### config.mk
export PLATFORM = sky130hd
export DESIGN_NAME = tea_word_packer
export DESIGN_NICKNAME = d
export VERILOG_FILES = /design/src/rtl/tea_pkg.sv /design/src/rtl/tea_word_fifo.sv /design/src/rtl/tea_word_packer.sv
export SDC_FILE = /design/constraint.sdc
export NUM_CORES = 1
export LEC_CHECK = 0
export CAP_MARGIN = 5
export CORE_MARGIN = 5
export CORE_UTILIZATION = 57
export DETAILED_ROUTE_END_ITERATION = 8
export PLACE_DENSITY = 0.89
export SETUP_SLACK_MARGIN = 0.15
export SYNTH_ARGS = -nofsm -noshare
export SYNTH_HDL_FRONTEND = slang
export SYNTH_SLANG_ARGS = --single-unit
### constraint.sdc
create_clock -name pclk -period 2.55 [get_ports pclk]
set_clock_uncertainty 0.2 [all_clocks]
set_input_delay 0.51 -clock pclk [delete_from_list [all_inputs] [get_ports pclk]]
set_output_delay 0.51 -clock pclk [all_outputs]
set_load 0.05 [all_outputs]
### src/rtl/tea_pkg.sv
// Shared types for the tinyenc word packer: plaintext word, handshake states, lane placement.
// Pure declarations; no timing or flow control of its own.
package tea_pkg;

    localparam int WORD_BYTES = 4;

    typedef logic [31:0] word_t;

    typedef enum logic [1:0] {
        IDLE = 2'd0,
        REQ  = 2'd1,
        REL  = 2'd2
    } hs_state_t;

    // Bit offset of byte lane 'lane' (0 = first byte received) inside a word.
    function automatic int lane_lsb(input int lane, input bit lsb_first);
        return lsb_first ? 8 * lane : 8 * (WORD_BYTES - 1 - lane);
    endfunction

endpackage

### src/rtl/tea_word_fifo.sv
// DEPTH x 32 word FIFO; head is visible combinationally, push/pop take effect on the clock edge.
// Push while full and pop while empty are dropped; simultaneous push+pop keeps the count.
module tea_word_fifo
    import tea_pkg::*;
#(
    parameter int DEPTH = 2
) (
    input  logic                     pclk,
    input  logic                     prstb,
    input  logic                     push_i,
    input  word_t                    push_dat_i,
    input  logic                     pop_i,
    output word_t                    head_o,
    output logic                     full_o,
    output logic                     empty_o,
    output logic [$clog2(DEPTH):0]   count_o
);

    localparam int AW = $clog2(DEPTH);
    localparam int CW = AW + 1;

    word_t          mem_q [DEPTH];
    logic [AW-1:0]  wr_ptr_q, rd_ptr_q;
    logic [CW-1:0]  count_q, count_d;
    logic           do_push, do_pop;

    assign full_o  = (count_q == CW'(DEPTH));
    assign empty_o = (count_q == '0);
    assign count_o = count_q;
    assign head_o  = mem_q[rd_ptr_q];

    assign do_push = push_i & ~full_o;
    assign do_pop  = pop_i & ~empty_o;

    always_comb begin
        count_d = count_q;
        if (do_push && !do_pop) begin
            count_d = count_q + CW'(1);
        end else if (!do_push && do_pop) begin
            count_d = count_q - CW'(1);
        end
    end

    // DEPTH is a power of two, so the pointers wrap naturally.
    always_ff @(posedge pclk or negedge prstb) begin
        if (!prstb) begin
            wr_ptr_q <= '0;
            rd_ptr_q <= '0;
            count_q  <= '0;
            for (int i = 0; i < DEPTH; i++) begin
                mem_q[i] <= '0;
            end
        end else begin
            count_q <= count_d;
            if (do_push) begin
                mem_q[wr_ptr_q] <= push_dat_i;
                wr_ptr_q        <= wr_ptr_q + AW'(1);
            end
            if (do_pop) begin
                rd_ptr_q <= rd_ptr_q + AW'(1);
            end
        end
    end

endmodule

### src/rtl/tea_word_packer.sv
// Packs 4 bytes into a word and hands it to tinyenc over req/ack; word pushed on the 4th-byte edge, req one edge later.
// s_ready drops while the word FIFO is full; ack is optionally double-synchronised.
module tea_word_packer
    import tea_pkg::*;
#(
    parameter logic [7:0] PAD_BYTE  = 8'h00,
    parameter bit         LSB_FIRST = 1'b1,
    parameter int         DEPTH     = 2,
    parameter bit         ACK_SYNC  = 1'b1
) (
    input  logic        pclk,
    input  logic        prstb,
    input  logic [7:0]  s_data,
    input  logic        s_valid,
    input  logic        s_last,
    output logic        s_ready,
    output logic [31:0] wdata,
    output logic        req,
    input  logic        ack,
    output logic [15:0] words_sent,
    output logic        busy
);

    logic [1:0]            idx_q, idx_d;
    word_t                 asm_q, asm_d, push_word;
    logic                  accept, push, pop;
    word_t                 fifo_head;
    logic                  fifo_full, fifo_empty;
    logic [$clog2(DEPTH):0] fifo_count;
    logic                  ack_meta_q, ack_sync_q, ack_s;
    hs_state_t             state_q, state_d;
    logic [15:0]           words_sent_q, words_sent_d;
    word_t                 wdata_q, wdata_d;

    assign s_ready = ~fifo_full;
    assign accept  = s_valid & s_ready;
    assign push    = accept & ((idx_q == 2'd3) | s_last);

    // Lanes already received come from asm_q, the current lane from s_data, the rest are padding.
    always_comb begin
        asm_d     = asm_q;
        idx_d     = idx_q;
        push_word = '0;
        for (int k = 0; k < WORD_BYTES; k++) begin
            if (k < int'(idx_q)) begin
                push_word[lane_lsb(k, LSB_FIRST) +: 8] = asm_q[lane_lsb(k, LSB_FIRST) +: 8];
            end else if (k == int'(idx_q)) begin
                push_word[lane_lsb(k, LSB_FIRST) +: 8] = s_data;
            end else begin
                push_word[lane_lsb(k, LSB_FIRST) +: 8] = PAD_BYTE;
            end
        end
        if (accept) begin
            asm_d[lane_lsb(int'(idx_q), LSB_FIRST) +: 8] = s_data;
            idx_d = push ? 2'd0 : idx_q + 2'd1;
        end
    end

    tea_word_fifo #(
        .DEPTH (DEPTH)
    ) u_fifo (
        .pclk       (pclk),
        .prstb      (prstb),
        .push_i     (push),
        .push_dat_i (push_word),
        .pop_i      (pop),
        .head_o     (fifo_head),
        .full_o     (fifo_full),
        .empty_o    (fifo_empty),
        .count_o    (fifo_count)
    );

    assign ack_s = ACK_SYNC ? ack_sync_q : ack;

    always_comb begin
        state_d = state_q;
        case (state_q)
            IDLE:    if ((fifo_count != '0) && !ack_s) state_d = REQ;
            REQ:     if (ack_s) state_d = REL;
            REL:     if (!ack_s) state_d = IDLE;
            default: state_d = IDLE;
        endcase
    end

    always_comb begin
        req          = (state_q == REQ);
        pop          = (state_q == REQ) & ack_s;
        words_sent_d = words_sent_q + 16'(pop);
        // Head only moves on a pop, which ends REQ, so wdata is stable while req is high.
        wdata_d      = fifo_empty ? wdata_q : fifo_head;
    end

    always_ff @(posedge pclk or negedge prstb) begin
        if (!prstb) begin
            idx_q        <= 2'd0;
            asm_q        <= '0;
            ack_meta_q   <= 1'b0;
            ack_sync_q   <= 1'b0;
            state_q      <= IDLE;
            words_sent_q <= '0;
            wdata_q      <= '0;
        end else begin
            idx_q        <= idx_d;
            asm_q        <= asm_d;
            ack_meta_q   <= ack;
            ack_sync_q   <= ack_meta_q;
            state_q      <= state_d;
            words_sent_q <= words_sent_d;
            wdata_q      <= wdata_d;
        end
    end

    assign wdata      = wdata_q;
    assign words_sent = words_sent_q;
    assign busy       = (idx_q != 2'd0) | ~fifo_empty | (state_q != IDLE);

endmodule

==> run summary, run 1 <==
fmax = 0.426 GHz
DP HPWL = 9300 um
CTS Buf Count = 17
M1 GR Usage = 26.5%
GR peak layer = met2
ANT cells = 0
# nets final = 654
footprint of the multi-input gates = 2710 um^2
worst-path cell with the longest stage delay = clkdlybuf4s50_1
status = completed
Setup-failing EPs final = 0
sequential share of the synthesized area = 55.3%
IO Port Bufs = 63
Data arrival, critical path = 1.64 ns
Setup crit start kind = flip-flop
CTS Sinks = 146
Mapped Cells = 559
Pre-Repair DR Iteration Count = 5
ranking of synthesized cells by area = dfrtp_1, mux2i_1, mux2_4
synth warn = 0
Initial Utilization = 58.1%
CP Max Fanout = 3
max-slew violations = 0
PwrDens = 1310 nW/um^2
Remaining DRCs = 0
fin crit share = 92.1%
gpl congestion = 0.838
FF-to-FF Start = state_q[0]$_DFFE_PN0P_
TritonCTS clock tree = done
Placeable Area = 11400 um^2
first-pass GRT wire length = 24000 um
worst setup path start = words_sent[10]$_DFF_PN0_
Final ANT Viol Nets = 0
most frequent cells in the layout = dfrtp_1, nand2_1, mux2i_1
largest net degree at the start of global routing = 52
Synth area leader = dfrtp_1
Vias = 4374
Std-Cell Rows = 39
number of global-route vias before repair = 4679
Initial DRC Count = 237
grt ovf = 0
RSZ-0062 raised after global routing = yes
Mapped Area = 6610 um^2
Slew @ Worst Pin = 0.535 ns
most common cell after layout, fill and taps aside = dfrtp_1
Root Buffer = clkbuf_16
LEAKAGE = 4.04 nW
CP cell instances = clkdlybuf4s50_1
Setup WS pre-CTS = 0.0450 ns
Critical Path Sink Type = output port
clk_lat worst skew = 0.42 ns
global-route met2 utilization = 36.3%
area grow syn2layout = 22.2%
Total Power = 0.0106 W
worst setup path class = reg -> out
FF-to-FF End = words_sent[14]$_DFF_PN0_
initial antenna violation count = 0
max incr delay on CP = 0.83 ns
max-cap violations = 0
final hold violations = 0
crit path buf inv count = 1
Syn Nets = 580
critical path depth in cells = 1
Hold Crit Class = reg -> reg
chip height = 118 um
Top delay family on crit path = buffers and inverters
final setup TNS = 0 ns
r2r setup slk = 0.25 ns
setup ws final = 0.201 ns
met3 Use GR = 5.72%
proportion of layout cells with a drive suffix above 1 = 20.4%
H-tree Lvls = 4
Via density = 5.54
Die ar. = 13800 um^2
Syn Area/Cell = 11.8 um^2
Die X = 118 um
Max Buffers Root-to-Sink = 2
Clk pin slew, worst setup/hold paths = 0.06 ns
Seq. cell area = 3650 um^2
top cell type's share of synthesized area = 55.3%
post-layout util = 71.0%
Worst EP required = 1.84 ns
GRT Total Usage = 21.4%
Worst VDD drop = 0.00126 V
DR WL/cell = 17.9 um
Relative slew margins = 64.2%
Final min period = 2.35 ns
Yosys reg bits = 146
Ports = 64
total wire length = 14100 um
Fin Hold WS = 0.151 ns
CP endpoint = words_sent[10]
Reg2Reg Depth = 7
library cells used by synthesis = 36
fill count = 780
-- cell families (layout without fill, tap and decap cells) --
| logic type | Yosys count | count (layout) | synth area share, % |
|---|---|---|---|
| buffers and inverters | 56 | 143 | 4.13 |
| xor gates and xnor gates | 19 | 19 | 2.52 |
| adders and majority gates | 8 | 8 | 1.51 |
| AOI/OAI and AO/OA | 61 | 61 | 4.75 |
| muxes | 120 | 120 | 21.1 |
| and+or+nand+nor | 149 | 149 | 10.7 |
| DFF | 146 | 146 | 55.3 |
-- synth_stat cells --
cell,instances
buf_2,4
dfrtp_1,146
o21ai_0,26
nor3b_2,1
or2_2,1
nand4b_4,1
inv_6,1
a21oi_1,33
nor2b_1,2
inv_1,28
clkbuf_1,10
o21a_1,1
nand2_1,68
nand3_2,3
nor4_1,4
nor2_1,39
nor3_1,5
nor2b_2,1
ha_1,8
a41o_2,1
nand3b_1,1
nor4_4,1
and3b_1,1
xor2_1,13
buf_1,5
mux2_2,33
mux2_4,30
xnor2_1,6
inv_2,1
nand4_1,4
nand3_1,7
mux2_1,1
nor3b_1,1
mux2i_1,56
and2_1,9
buf_6,7
-- worst register-to-register path: cells and delay by family (launching register included) --
| kind | cells | cell delay, ns |
|---|---|---|
| xor+xnor | 1 | 0.20 |
| simple gates | 4 | 1.04 |
| flops | 1 | 0.37 |
| fa+ha+maj | 2 | 0.42 |
-- power by group --
| group | switching, W | internal [W] |
|---|---|---|
| clock | 0.000940 | 0.00153 |
| sequential | 0.000533 | 0.00321 |
| combinational | 0.00260 | 0.00177 |
| total | 0.00407 | 0.00651 |
-- timing repair --
action                                  in CTS  in global routing
setup buffers                                0                  0
endpoints found under the setup margin       5                  9
hold endpoints to repair                    47                  0
hold buffers                                 1                  0
resized for setup                            6                 10
pin swaps                                    0                  0
-- final cells by class --
cell class | count | share of cell area (%)
well taps | 143 | 2.22
flip-flops and latches | 146 | 45.3
repair buffers | 81 | 10.2
inverters | 30 | 1.46
clock buffers | 21 | 5.95
clock inverters | 11 | 1.35
multi-input cells | 357 | 33.5
-- per-stage QoR --
| step | instance area (um^2) | std cells |
|---|---|---|
| final | 8070 | 789 |
| after global routing | 8070 | 789 |
| after CTS | 8050 | 789 |
| after detailed placement | 7440 | 756 |
| after global placement | 7440 | 756 |
| after floorplan | 6610 | 559 |
-- flip-flops by register name (all words and copies together), names as in the netlist --
name,flops
u_fifo.mem_q,64
wdata,32
asm_q,24
words_sent,16
idx_q,2
state_q,2
u_fifo.count_o,2
ack_meta_q,1
ack_s,1
u_fifo.rd_ptr_q,1
u_fifo.wr_ptr_q,1
-- worst min path at each step --
stage / depth (start not counted) / startpoint / endpoint / slack (ns)
finish: 0 / ack_meta_q$_DFF_PN0_ / ack_s$_DFF_PN0_ / 0.15
global route: 0 / ack_meta_q$_DFF_PN0_ / ack_s$_DFF_PN0_ / 0.16
CTS: 0 / ack_meta_q$_DFF_PN0_ / ack_s$_DFF_PN0_ / 0.16
detailed placement: 0 / ack_meta_q$_DFF_PN0_ / ack_s$_DFF_PN0_ / 0.14
global placement: 0 / ack_meta_q$_DFF_PN0_ / ack_s$_DFF_PN0_ / 0.14
floorplan: 0 / prstb / ack_meta_q$_DFF_PN0_ / 0.01
-- per-layer routing --
metal | vias to the layer above | wire length (um)
met5 | - | 0
met4 | 0 | 232
met3 | 16 | 591
met2 | 107 | 7330
met1 | 2220 | 5990
li1 | 2031 | -
Note: power is estimated with default switching activity, not from simulation.
==> run 2: changes to the inputs <==
SETUP_SLACK_MARGIN = not set   (was 0.15)
==> run 2 against run 1 <==
Net effect: via count up 0.69%; non-clock buffer count down 1; wire length up 1.2%; flip-flop and latch count unchanged; die area unchanged; sequential power about the same; final cell count down 0.13%; global-route usage up 0.11 points; first-iteration DRC count up 9.3%; clock power up 6%.
==> run summary, run 2 (synthesis gave the netlist of run 1 again) <==
H-tree Lvls = 4
largest net degree at the start of global routing = 58
clk_lat worst skew = 0.42 ns
Vias = 4404
GRT Total Usage = 21.5%
gpl congestion = 0.820
Final ANT Viol Nets = 0
Clk pin slew, worst setup/hold paths = 0.06 ns
most common cell after layout, fill and taps aside = dfrtp_1
Slew @ Worst Pin = 0.546 ns
global-route met2 utilization = 35.2%
fin crit share = 96.6%
proportion of layout cells with a drive suffix above 1 = 19.2%
worst-path cell with the longest stage delay = dfrtp_1
DP Cell Count = 755
RSZ-0062 raised after global routing = no
Relative slew margins = 63.6%
Ports = 64
fill count = 778
Setup crit start kind = flip-flop
Worst VDD drop = 0.000673 V
CP cell instances = buf_4 > inv_1 > ha_1 > nand3b_1 > buf_12
total wire length = 14300 um
Fin Hold WS = 0.150 ns
Combinational Power Share = 40.7%
Initial Utilization = 58.1%
Max Buffers Root-to-Sink = 2
Final min period = 2.46 ns
DP HPWL = 9360 um
Remaining DRCs = 0
number of flip-flops in the largest register = 64
non-filler cells, final = 788
Internal = 0.00662 W
Initial DRC Count = 259
CTS Buf Count = 17
initial antenna violation count = 0
CP Max Fanout = 18
CTS Sinks = 146
Std-Cell Rows = 39
Die X = 118 um
postcts setup bufs = 0
P_sw = 0.00411 W
Placeable Area = 11400 um^2
LEAKAGE = 3.91 nW
Critical Path Sink Type = output port
grt ovf = 0
TritonCTS clock tree = done
Via density = 5.59
IO Port Bufs = 63
post-layout util = 71.1%
worst setup path class = reg -> out
GR peak layer = met2
max-slew violations = 0
area grow syn2layout = 22.3%
Die ar. = 13800 um^2
Setup-failing EPs final = 0
number of global-route vias before repair = 4758
max incr delay on CP = 0.39 ns
Root Buffer = clkbuf_16
Hold Crit Class = reg -> reg
chip height = 118 um
Pre-Repair DR Iteration Count = 4
# nets final = 653
Data arrival, critical path = 1.75 ns
M1 GR Usage = 26.5%
met3 Use GR = 5.67%
fmax = 0.406 GHz
Biggest register = u_fifo.mem_q
clock power share = 24.4%
max-cap violations = 0
PwrDens = 1330 nW/um^2
sequential power share = 34.9%
status = completed
DR WL/cell = 18.2 um
most frequent cells in the layout = dfrtp_1, nand2_1, clkdlybuf4s50_1
ANT cells = 0
switch share = 38.3%
first-pass GRT wire length = 24100 um
final hold violations = 0
Worst EP required = 1.84 ns
## run 2: power by group through the flow
stage          Clock [W]  Combinational, W  Sequential (W)
2_1_floorplan          0           0.00230         0.00451
3_3_place_gp           0           0.00420         0.00370
3_5_place_dp           0           0.00436         0.00376
4_1_cts          0.00263           0.00441         0.00374
5_1_grt          0.00275           0.00471         0.00385
6_report         0.00261           0.00437         0.00375
## run 2: worst paths after layout
check	startpoint	end	slack, ns	depth (start not counted)
worst max-delay path	idx_q[1]$_DFFE_PN0P_	busy	0.09	5
worst min-delay path	ack_meta_q$_DFF_PN0_	ack_s$_DFF_PN0_	0.15	0
worst max register to register	idx_q[0]$_DFFE_PN0P_	u_fifo.mem_q[25]$_DFFE_PN0P_	0.20	5
worst min register to register	ack_meta_q$_DFF_PN0_	ack_s$_DFF_PN0_	0.15	0
max in group asynchronous	prstb	u_fifo.mem_q[17]$_DFFE_PN0P_	1.08	3
min in group asynchronous	prstb	words_sent[13]$_DFF_PN0_	0.43	2
## run 2: metrics by stage
stage | setup slack [ns] | total power, W | cell area, um^2 | TNS (ns)
after floorplan | 0.0806 | 0.00681 | 6610 | 0
after global placement | 0.0586 | 0.00790 | 7460 | 0
after detailed placement | -0.0148 | 0.00812 | 7460 | -0.115
after CTS | 0.0840 | 0.0108 | 8080 | 0
after global routing | 0.000621 | 0.0113 | 8080 | 0
final | 0.0863 | 0.0107 | 8080 | 0
## run 2: routing by layer
metal | share of wire [%] | wire [um] | vias up
met3 | 4.7 | 675 | 28
met4 | 2.3 | 329 | 0
li1 | - | - | 2042
met2 | 52 | 7480 | 107
met1 | 41 | 5820 | 2227
met5 | 0 | 0 | -
## run 2: layout make-up
class / count / area, um^2 / share of cell area [%]
clock inverters: 13 / 186 / 2.31
repair buffers: 80 / 831 / 10.3
multi-input cells: 357 / 2680 / 33.2
flip-flops and latches: 146 / 3650 / 45.2
well taps: 143 / 179 / 2.21
clock buffers: 19 / 433 / 5.36
inverters: 30 / 118 / 1.45
## run 2: timing repair
action	4_1_cts	5_1_grt
hold buffers	1	0
resized for setup	1	0
endpoints found under the hold margin	54	0
setup endpoints to repair	1	0
## run 2: worst max-delay path, delay by kind of cell (launching register included)
family	cells	cell delay [ns]
buffers and inverters	3	0.52
adders and majority gates	1	0.27
and+or+nand+nor	1	0.15
DFF	1	0.39
